===== src/rtl/sram_ctrl_pkg.sv =====
// Shared types and limits for the Wishbone-to-asynchronous-SRAM controller.
package sram_ctrl_pkg;

  typedef enum logic [1:0] {
    IDLE   = 2'd0,
    SETUP  = 2'd1,
    ACCESS = 2'd2,
    DONE   = 2'd3
  } state_t;

  localparam int AB_WIDTH_DEF = 18;
  localparam int WAIT_MIN     = 1;
  localparam int WAIT_MAX     = 15;
  localparam int CNT_W        = 4;

endpackage


===== src/rtl/sram_wb_ctrl.sv =====
// Wishbone classic slave driving a 32-bit asynchronous SRAM with a programmable
// strobe width. All SRAM-side signals and the Wishbone responses are registered.
module sram_wb_ctrl
  import sram_ctrl_pkg::*;
#(
  parameter int AB_WIDTH    = AB_WIDTH_DEF,
  parameter int WAIT_CYCLES = 1
) (
  input  logic                  clk_i,
  input  logic                  rst_i,
  input  logic                  CYC_I,
  input  logic                  STB_I,
  input  logic                  WE_I,
  input  logic [AB_WIDTH+1:0]   ADR_I,
  input  logic [3:0]            SEL_I,
  input  logic [31:0]           DAT_I,
  output logic [31:0]           DAT_O,
  output logic                  ACK_O,
  output logic [AB_WIDTH-1:0]   sram_addr_o,
  output logic [31:0]           sram_dat_o,
  input  logic [31:0]           sram_dat_i,
  output logic [3:0]            sram_bsel_o,
  output logic                  sram_ncs_o,
  output logic                  sram_noe_o,
  output logic                  sram_nwe_o,
  output logic [1:0]            state_o
);

  // Out-of-range WAIT_CYCLES values are clamped into the legal window.
  localparam int WAIT_EFF = (WAIT_CYCLES < WAIT_MIN) ? WAIT_MIN :
                            (WAIT_CYCLES > WAIT_MAX) ? WAIT_MAX : WAIT_CYCLES;
  localparam logic [CNT_W-1:0] CNT_LOAD = CNT_W'(WAIT_EFF - 1);

  state_t           state;
  logic [CNT_W-1:0] cnt;
  logic             we_q;
  logic             unused_adr;

  assign unused_adr = ^ADR_I[1:0];
  assign state_o    = state;

  // Handshake: a request is taken when CYC_I&STB_I is seen in IDLE; the master
  // must hold CYC_I until the single-cycle ACK_O and drop STB_I with it.
  // Dropping CYC_I before ACK_O abandons the access without an acknowledge.
  always_ff @(posedge clk_i or posedge rst_i) begin
    if (rst_i) begin
      state       <= IDLE;
      cnt         <= '0;
      we_q        <= 1'b0;
      ACK_O       <= 1'b0;
      DAT_O       <= '0;
      sram_addr_o <= '0;
      sram_dat_o  <= '0;
      sram_bsel_o <= '0;
      sram_ncs_o  <= 1'b1;
      sram_noe_o  <= 1'b1;
      sram_nwe_o  <= 1'b1;
    end else begin
      ACK_O <= 1'b0;
      case (state)
        IDLE: begin
          if (CYC_I && STB_I) begin
            sram_addr_o <= ADR_I[AB_WIDTH+1:2];
            sram_bsel_o <= SEL_I;
            sram_dat_o  <= DAT_I;
            we_q        <= WE_I;
            sram_ncs_o  <= 1'b0;
            state       <= SETUP;
          end
        end
        SETUP: begin
          if (!CYC_I) begin
            sram_ncs_o <= 1'b1;
            sram_noe_o <= 1'b1;
            sram_nwe_o <= 1'b1;
            state      <= IDLE;
          end else begin
            cnt        <= CNT_LOAD;
            sram_noe_o <= we_q;
            sram_nwe_o <= !we_q;
            state      <= ACCESS;
          end
        end
        ACCESS: begin
          if (!CYC_I) begin
            sram_ncs_o <= 1'b1;
            sram_noe_o <= 1'b1;
            sram_nwe_o <= 1'b1;
            state      <= IDLE;
          end else if (cnt == '0) begin
            // Read data is taken while noe is still low, before it rises.
            if (!we_q) DAT_O <= sram_dat_i;
            sram_noe_o <= 1'b1;
            sram_nwe_o <= 1'b1;
            ACK_O      <= 1'b1;
            state      <= DONE;
          end else begin
            cnt <= cnt - 1'b1;
          end
        end
        DONE: begin
          sram_ncs_o <= 1'b1;
          state      <= IDLE;
        end
        default: begin
          sram_ncs_o <= 1'b1;
          sram_noe_o <= 1'b1;
          sram_nwe_o <= 1'b1;
          state      <= IDLE;
        end
      endcase
    end
  end

endmodule


===== config.mk =====
export PLATFORM = sky130hd
export DESIGN_NAME = sram_wb_ctrl
export DESIGN_NICKNAME = d
export VERILOG_FILES = /design/src/rtl/sram_ctrl_pkg.sv /design/src/rtl/sram_wb_ctrl.sv
export SDC_FILE = /design/constraint.sdc
export NUM_CORES = 1
export LEC_CHECK = 0
export ABC_AREA = 1
export CAP_MARGIN = 20
export CORE_MARGIN = 10
export CORE_UTILIZATION = 40
export DETAILED_ROUTE_END_ITERATION = 7
export PLACE_DENSITY = 0.86
export SYNTH_ARGS = -nofsm -noshare
export SYNTH_HDL_FRONTEND = slang
export SYNTH_SLANG_ARGS = --single-unit

===== constraint.sdc =====
create_clock -name clk_i -period 4.5 [get_ports clk_i]
set_input_delay 0.9 -clock clk_i [delete_from_list [all_inputs] [get_ports clk_i]]
set_output_delay 0.9 -clock clk_i [all_outputs]
set_load 0.05 [all_outputs]

Word level (Yosys, flattened, before mapping)
Index checks and enable logic that the tools add are counted.
Cells by class
  add/subtract/negate cells: 1
  eq/ne operators: 9
  multiplexer cells: 21
  bitwise gates (word level): 1
  reductions and logical operators: 12
Operators with widths (count)
  4-bit 2-to-1 mux: 3
  2-bit != test, second input constant: 5
  1-bit 2-to-1 mux: 9
  2-bit 2-to-1 mux: 4
  2-bit one-hot mux with 4 select lines: 1
  4-bit one-hot mux with 2 select lines: 1
  2-bit AND reduction: 4
  4-bit AND reduction: 2
  2-bit == test, second input constant: 2
  4-bit zero test: 1
  1-bit one-hot mux with 2 select lines: 2
  4-bit by 1-bit subtractor with 4-bit output, second input constant: 1
  3-bit != test, second input constant: 1
  1-bit one-hot mux with 3 select lines: 1
  2-bit by 1-bit == test with 1-bit output, second input constant: 1
  2-bit zero test: 1
  2-bit nonzero test: 1
  2-bit OR reduction: 1
  1-bit logical AND: 1
  1-bit zero test: 1
  1-bit NOT: 1
Storage, ports and cells
  flip-flop bits (word level): 97
  bits of input ports: 93
  output and inout port bits: 92
  logic and storage cells: 55

Longest topological paths before layout
Gate-level depths: netlist of the first run.
  word-level depth: 4
  gate-level depth with buffers: 8
  mapped depth without buffers: 8

Worst setup path before layout of the first run
OpenSTA, ideal clock, no wires.
  path kind: register to register
  start point: register state[0] (netlist: state_o[0])
  end point: register state[1] (netlist: state_o[1])
  setup time: 0.118 ns
  data arrival time: 1.614 ns
  data required time: 4.382 ns
  path slack: 2.768 ns
  stages on the path, launching flop included: 9
  path buffers: 0
  period minus slack after synthesis: 1.732 ns
  cell sequence: dfrtp_1 > inv_1 > ha_1 > nand2_4 > clkinv_2 > nand2_1 > nand2_1 > nand2_1 > nand2_1
On the way
  cells in the longest elaborated chain, start to end: 3
  elaborated cells on any way between the ends: 8
  those cells by class: eq/ne (5); mux (1); reduce/logical (2)
RTL lines
  from (decl): line sram_wb_ctrl.sv:34  | state_t state;
  from (signal assigned): line sram_wb_ctrl.sv:47  | state <= IDLE;
  from (signal assigned): line sram_wb_ctrl.sv:68  | state <= SETUP;
  from (signal assigned): line sram_wb_ctrl.sv:76  | state <= IDLE;
  2-bit == test / 2-bit zero test (equally long branches): line sram_wb_ctrl.sv:60  | case (state)
  3-bit != test (no line) / 2-bit != test (equally long branches)
  2-bit AND reduction (no line)
Several ways; a longest one is shown, not always the timed one.
A chain may end at the register's enable or synchronous reset.

Final worst setup path of the first run
  start point: register sram_noe_o
  end point: output sram_noe_o
RTL lines
  from (decl): line sram_wb_ctrl.sv:24  | output logic sram_noe_o,
  from (signal assigned): line sram_wb_ctrl.sv:79  | sram_noe_o <= we_q;
No word-level cell between the ends.

==> metrics.csv, run 1 <==
metric,value,unit
status,"finished, final reports clean",
power_frac_clock,12.4,%
ctsResizeCount,0,
via_count,3505,
final_antenna_net_count,0,
grtUsageTotal,15.4,%
die_height,122,um
clock_latency,0.35,ns
cts_htree_levels,3,
swShare,48.7,%
path_buf_inv,1,
synth_adder_area_share,1.82,%
crit_family,buffers and inverters,
r2r_cells,6,
yosysTopAreaCell,dfrtp_1,
diodes,0,
synth_xor_area_share,0,%
finClkSkew,0.00500,ns
worst_pin_slew,0.833,ns
finalHoldViolCount,0,
first_global_vias,3663,
drv_slew,0,
cts_setup_buffers,0,
num_rows,37,
ioPinCount,185,
drt_wl_total,11700,um
syn_area,4130,um^2
syn_area_per_cell,9.14,um^2
timing.fmax,0.381,GHz
cts.sinks,97,
crit_path_start,sram_noe_o$_DFFE_PP1P_,
period_share,58.3,%
root_buffer,clkbuf_8,
fin_crit,2.62,ns
relSlewSlack,44.4,%
seqPwrFrac,31.1,%
multi_input_area,1250,um^2
max_stage_delay,0.83,ns
grt_setup_unrepaired,false,
fin_nets,727,
via_per_inst,4.56,
r2r-start,state_o[0]$_DFFE_PP0P_,
hp-class,register to register,
endpoint_kind,output port,
synth-simple-area-share,21.3,%
place.gp.congestion,0.804,
wire_per_inst,15.2,um
dieArea,14800,um^2
synth_top_family_by_area,simple AND/OR/NAND/NOR gates,
cts_tree,done,
cp_num_cells,1,
synth_warnings,0,
syn-instance-count,452,
first_pass_iters,4,
synth_top_area_share,57.0,%
syn-num-nets,551,
fillCellCount,842,
dpl.hpwl,8840,um
cap_violations,0,
ff_latch_area,2430,um^2
fin_setup_tns,0,ns
drtIter0Drc,251,
route.detailed.drc,0,
ir_worst_vdd,0.000430,V
min_path_cells,2,
cp_cell_sequence,clkdlybuf4s50_1,
yosysUniqueCellTypes,24,
ys_seq_area_share,58.9,%
synthTopCellsByArea,"dfrtp_1, nand2_1, inv_1",
crit_path_top_delay_cell,clkdlybuf4s50_1,
p_int,2.31,mW
cts_inserted_buffers,9,
fp.coreArea,10200,um^2
hold_buffers,0,
clk_pin_slew_worst_paths,0.09,ns
netSwitchingPower,2.19,mW
start_util,40.6,%
portBuffers,182,
static-leakage-power,3.06,nW
combPwrFrac,56.5,%
min_from,sram_nwe_o$_DFFE_PP1P_,
critPathRequiredTime,3.60,ns
area_delta_synth_final,49.8,%
power_density,727,nW/um^2
grt_antenna_before_repair,0,
crit_fanout,2,
fin_util,60.7,%
grt_pass1_wl,18500,um
overflow,0,
ys_ff_latch,97,
drive_gt1_share,4.74,%
setup_violations,0,
arrival,1.72,ns
clockBufferDepth,2,
path_class,register to output port,
start_kind,register,
die-width,122,um
synth_compound_area_share,7.03,%
grt_max_degree,111,
synthMuxAreaShare,0,%
==> final cells by class <==
class / count / area share (%)
clock buffers: 13 / 2.41
clock inverters: 3 / 0.647
inverters: 66 / 4.06
multi-input cells: 268 / 20.3
flip-flops and latches: 97 / 39.3
well taps: 136 / 2.75
repair buffers: 186 / 30.6
==> cell families (layout without fill, tap and decap cells) <==
logic type	after synthesis	in the layout
and+or+nand+nor	204	204
buffers and inverters	87	268
AOI/OAI and AO/OA	58	58
adders and majority gates	6	6
DFF	97	97
==> per-stage QoR <==
stage / hold WS [ns] / instance area (um^2) / setup slack [ns] / cells / power (mW)
2_1_floorplan: 0.442 / 4130 / 1.07 / 452 / 3.04
3_3_place_gp: 0.450 / 5940 / 1.52 / 751 / 3.88
3_5_place_dp: 0.451 / 5940 / 1.40 / 751 / 3.95
4_1_cts: 0.464 / 6130 / 1.79 / 767 / 4.52
5_1_grt: 0.485 / 6190 / 1.83 / 769 / 4.75
6_report: 0.462 / 6190 / 1.88 / 769 / 4.50
==> cell usage after synthesis <==
| library cell | n |
|---|---|
| o21ai_1 | 45 |
| dfrtp_1 | 94 |
| inv_1 | 64 |
| clkbuf_1 | 1 |
| clkinv_2 | 1 |
| clkbuf_4 | 2 |
| nand3_1 | 41 |
| or2_2 | 1 |
| a21oi_1 | 3 |
| nor2_1 | 4 |
| nand2_1 | 149 |
| dfstp_2 | 3 |
| nand2_2 | 1 |
| nand4_4 | 1 |
| clkbuf_8 | 3 |
| buf_2 | 4 |
| nor2_4 | 2 |
| nand3_2 | 1 |
| o21ai_0 | 10 |
| nand2_4 | 2 |
| buf_6 | 11 |
| ha_1 | 6 |
| clkinv_1 | 1 |
| nand4_1 | 2 |
==> registers in the layout, indices dropped and copies added, names as in the netlist <==
name and count:
ACK_O 1, DAT_O 32, cnt 4, sram_addr_o 18, sram_bsel_o 4, sram_dat_o 32
sram_ncs_o 1, sram_noe_o 1, sram_nwe_o 1, state_o 2, we_q 1
==> metal layers <==
metal / up-vias / GRT usage, % / share of wire, %
li1: 1755 / - / -
met1: 1589 / 18.2 / 41
met2: 150 / 25.0 / 46
met3: 11 / 6.48 / 11
met4: 0 / 4.84 / 1.1
met5: - / 0 / 0
==> cell usage in the layout, fill, tap and decap left out <==
| cell type | instances |
|---|---|
| nand3_1 | 41 |
| nor2_4 | 2 |
| clkdlybuf4s50_1 | 182 |
| nand4_1 | 2 |
| o21ai_1 | 45 |
| inv_1 | 63 |
| or2_2 | 1 |
| dfstp_2 | 3 |
| clkbuf_8 | 10 |
| nand4_4 | 1 |
| buf_4 | 2 |
| clkbuf_1 | 3 |
| nand3_4 | 1 |
| nand2_1 | 149 |
| buf_16 | 2 |
| nor2_1 | 4 |
| clkinv_1 | 1 |
| nand2_2 | 1 |
| dfrtp_1 | 94 |
| inv_4 | 1 |
| bufinv_16 | 1 |
| nand2_4 | 2 |
| o21ai_0 | 10 |
| a21oi_1 | 3 |
| ha_1 | 6 |
| clkinv_2 | 3 |
==> power groups by stage <==
stage / registers, mW / clock network (mW) / logic, mW
after floorplan: 2.56 / 0 / 0.483
after global placement: 1.39 / 0 / 2.49
after detailed placement: 1.42 / 0 / 2.53
after CTS: 1.41 / 0.577 / 2.53
after global routing: 1.45 / 0.614 / 2.69
final: 1.40 / 0.558 / 2.54
==> final timing paths <==
path / endpoint / slack [ns]
max reg2reg: DAT_O[30]$_DFFE_PP0P_ / 2.50
max: sram_noe_o / 1.88
max in group asynchronous: sram_dat_o[26]$_DFFE_PP0P_ / 2.68
min reg2reg: sram_nwe_o$_DFFE_PP1P_ / 0.46
min in group asynchronous: DAT_O[30]$_DFFE_PP0P_ / 1.08
min: sram_nwe_o$_DFFE_PP1P_ / 0.46
Note: power is estimated with default switching activity, not from simulation.
==> run 2: changes to the inputs <==
--- a/config.mk
+++ b/config.mk
@@ -8,7 +8,7 @@
 export ABC_AREA = 1
 export CAP_MARGIN = 20
 export CORE_MARGIN = 10
-export CORE_UTILIZATION = 40
+export CORE_UTILIZATION = 38
 export DETAILED_ROUTE_END_ITERATION = 7
 export PLACE_DENSITY = 0.86
 export SYNTH_ARGS = -nofsm -noshare
==> constraint.sdc (replaced) <==
create_clock -name clk_i -period 2.25 [get_ports clk_i]
set_input_delay 0.45 -clock clk_i [delete_from_list [all_inputs] [get_ports clk_i]]
set_output_delay 0.45 -clock clk_i [all_outputs]
set_load 0.05 [all_outputs]
==> run 2 against run 1 <==
  * Core utilization decreased by 2.4 points
  * Worst setup slack got worse by 1.8 ns
  * Critical path depth unchanged
  * Count of clock-buffer cells in the layout decreased by 3
  * Clock skew increased by 0.0051 ns
  * Power increased by 100%
  * Clock power increased by 120%
  * Wire length increased by 0.84%
  * Critical path type unchanged
  * Critical endpoint unchanged
  * Largest cell class unchanged
  * Largest power group unchanged
==> metrics.csv, run 2 (synthesis results as in run 1) <==
metric,value,unit
die-width,124,um
combPwrFrac,55.7,%
fin_nets,733,
path_class,register to output port,
place.gp.congestion,0.771,
cts_setup_buffers,0,
drtIter0Drc,165,
cts_inserted_buffers,9,
crit_family,buffers and inverters,
clk_pin_slew_worst_paths,0.09,ns
route.detailed.drc,0,
final_antenna_net_count,0,
cts.sinks,97,
overflow,0,
start_util,38.4,%
cap_violations,0,
finalHoldViolCount,0,
first_pass_iters,4,
fin_setup_tns,0,ns
grtUsageTotal,15.1,%
drt_wl_total,11800,um
fp.coreArea,10700,um^2
critPathRequiredTime,1.80,ns
arrival,1.72,ns
drv_slew,0,
path_buf_inv,1,
layout_common_cells,"clkdlybuf4s50_1, nand2_1, dfrtp_1, inv_1, o21ai_1",
cp_cell_sequence,clkdlybuf4s50_1,
wire_per_inst,15.1,um
hold_buffers,0,
timing.fmax,0.461,GHz
num_rows,38,
netSwitchingPower,4.42,mW
ctsResizeCount,0,
crit_fanout,2,
crit_path_top_delay_cell,clkdlybuf4s50_1,
dieArea,15400,um^2
ioPinCount,185,
reg.largest.list,"DAT_O x32, sram_dat_o x32, sram_addr_o x18",
setup_violations,0,
seqPwrFrac,30.8,%
grt_antenna_before_repair,0,
via_per_inst,4.58,
relSlewSlack,59.5,%
cts_htree_levels,3,
start_kind,register,
period_share,96.5,%
status,"finished, final reports clean",
grt_pass1_wl,19500,um
drive_gt1_share,5.96,%
p_int,4.72,mW
max_stage_delay,0.82,ns
hp-class,register to register,
diodes,0,
die_height,124,um
worst_pin_slew,0.608,ns
grt_max_degree,51,
finClkSkew,0.0101,ns
postPlaceCellArea,6050,um^2
fin_crit,2.17,ns
setup_slack,0.0793,ns
dpl.hpwl,9190,um
power_frac_clock,13.5,%
endpoint_kind,output port,
design_area,6260,um^2
clockBufferDepth,2,
power_density,1460,nW/um^2
first_global_vias,3796,
grt_setup_unrepaired,false,
root_buffer,clkbuf_8,
hold_ws,0.472,ns
portBuffers,182,
area_delta_synth_final,51.7,%
cts_tree,done,
via_count,3560,
clock_latency,0.35,ns
static-leakage-power,3.09,nW
ir_worst_vdd,0.00102,V
fillCellCount,921,
swShare,48.3,%
pre_cts_ws,0.191,ns
final_common_cell,clkdlybuf4s50_1,
==> run 2: cell count changes in the layout (fill, tap and decap cells not counted) <==
cell,previous run,this run
bufinv_16,1,2
clkinv_2,3,2
buf_16,2,0
clkinvlp_4,0,3
inv_4,1,0
clkbuf_1,3,0
buf_12,0,3
buf_4,2,7
==> run 2: routing by layer <==
metal  GRT usage, %  vias up  routed length (um)  part of all wire, %
met5              0        -                   0                    0
met2           25.0      139                5690                   48
met3           6.89       14                1200                   10
met1           16.7     1644                4690                   40
li1               -     1763                   -                    -
met4           5.00        0                 189                  1.6
==> run 2: path summary, 6_finish.rpt <==
kind                                              from                         end  slack (ns)  depth (start not counted)
worst max-delay path            sram_noe_o$_DFFE_PP1P_                  sram_noe_o        0.08                          1
worst min-delay path            sram_nwe_o$_DFFE_PP1P_      sram_nwe_o$_DFFE_PP1P_        0.47                          2
worst max register to register  state_o[0]$_DFFE_PP0P_       DAT_O[30]$_DFFE_PP0P_        0.40                          7
worst min register to register  sram_nwe_o$_DFFE_PP1P_      sram_nwe_o$_DFFE_PP1P_        0.47                          2
max in group asynchronous                        rst_i        DAT_O[1]$_DFFE_PP0P_        1.19                          3
min in group asynchronous                        rst_i  sram_addr_o[2]$_DFFE_PP0P_        0.61                          3
==> run 2: cell type report <==
type	instances	area, um^2	area share (%)
Timing Repair Buffer	192	1930	30.9
Inverter	66	253	4.03
Clock buffer	10	138	2.20
Tap cell	140	175	2.80
Sequential cell	97	2430	38.8
Multi-Input combinational cell	268	1250	20.0
Clock inverter	5	80.1	1.28
==> run 2: per-stage QoR <==
step / util [%] / total power [mW] / std cells
6_report: 58.3 / 9.14 / 778
5_1_grt: 58.3 / 9.63 / 778
4_1_cts: 58.3 / 9.24 / 778
3_5_place_dp: 56.3 / 7.97 / 763
3_3_place_gp: 56.3 / 7.83 / 763
2_1_floorplan: - / 6.09 / 452
==> run 2: power by group through the flow <==
stage                     sequential, mW  clock, mW  combinational (mW)
final                               2.81       1.24                5.09
after global routing                2.90       1.34                5.39
after CTS                           2.82       1.27                5.15
after detailed placement            2.84          0                5.14
after global placement              2.79          0                5.04
after floorplan                     5.12          0               0.965
==> run 3: changes to the inputs <==
--- a/config.mk
+++ b/config.mk
@@ -10,6 +10,7 @@
 export CORE_MARGIN = 10
 export CORE_UTILIZATION = 38
 export DETAILED_ROUTE_END_ITERATION = 7
+export HOLD_SLACK_MARGIN = 0.05
 export PLACE_DENSITY = 0.86
 export SYNTH_ARGS = -nofsm -noshare
 export SYNTH_HDL_FRONTEND = slang
==> results of run 3 <==
No change in the layout: final DEF, timing and power equal those of run 2.
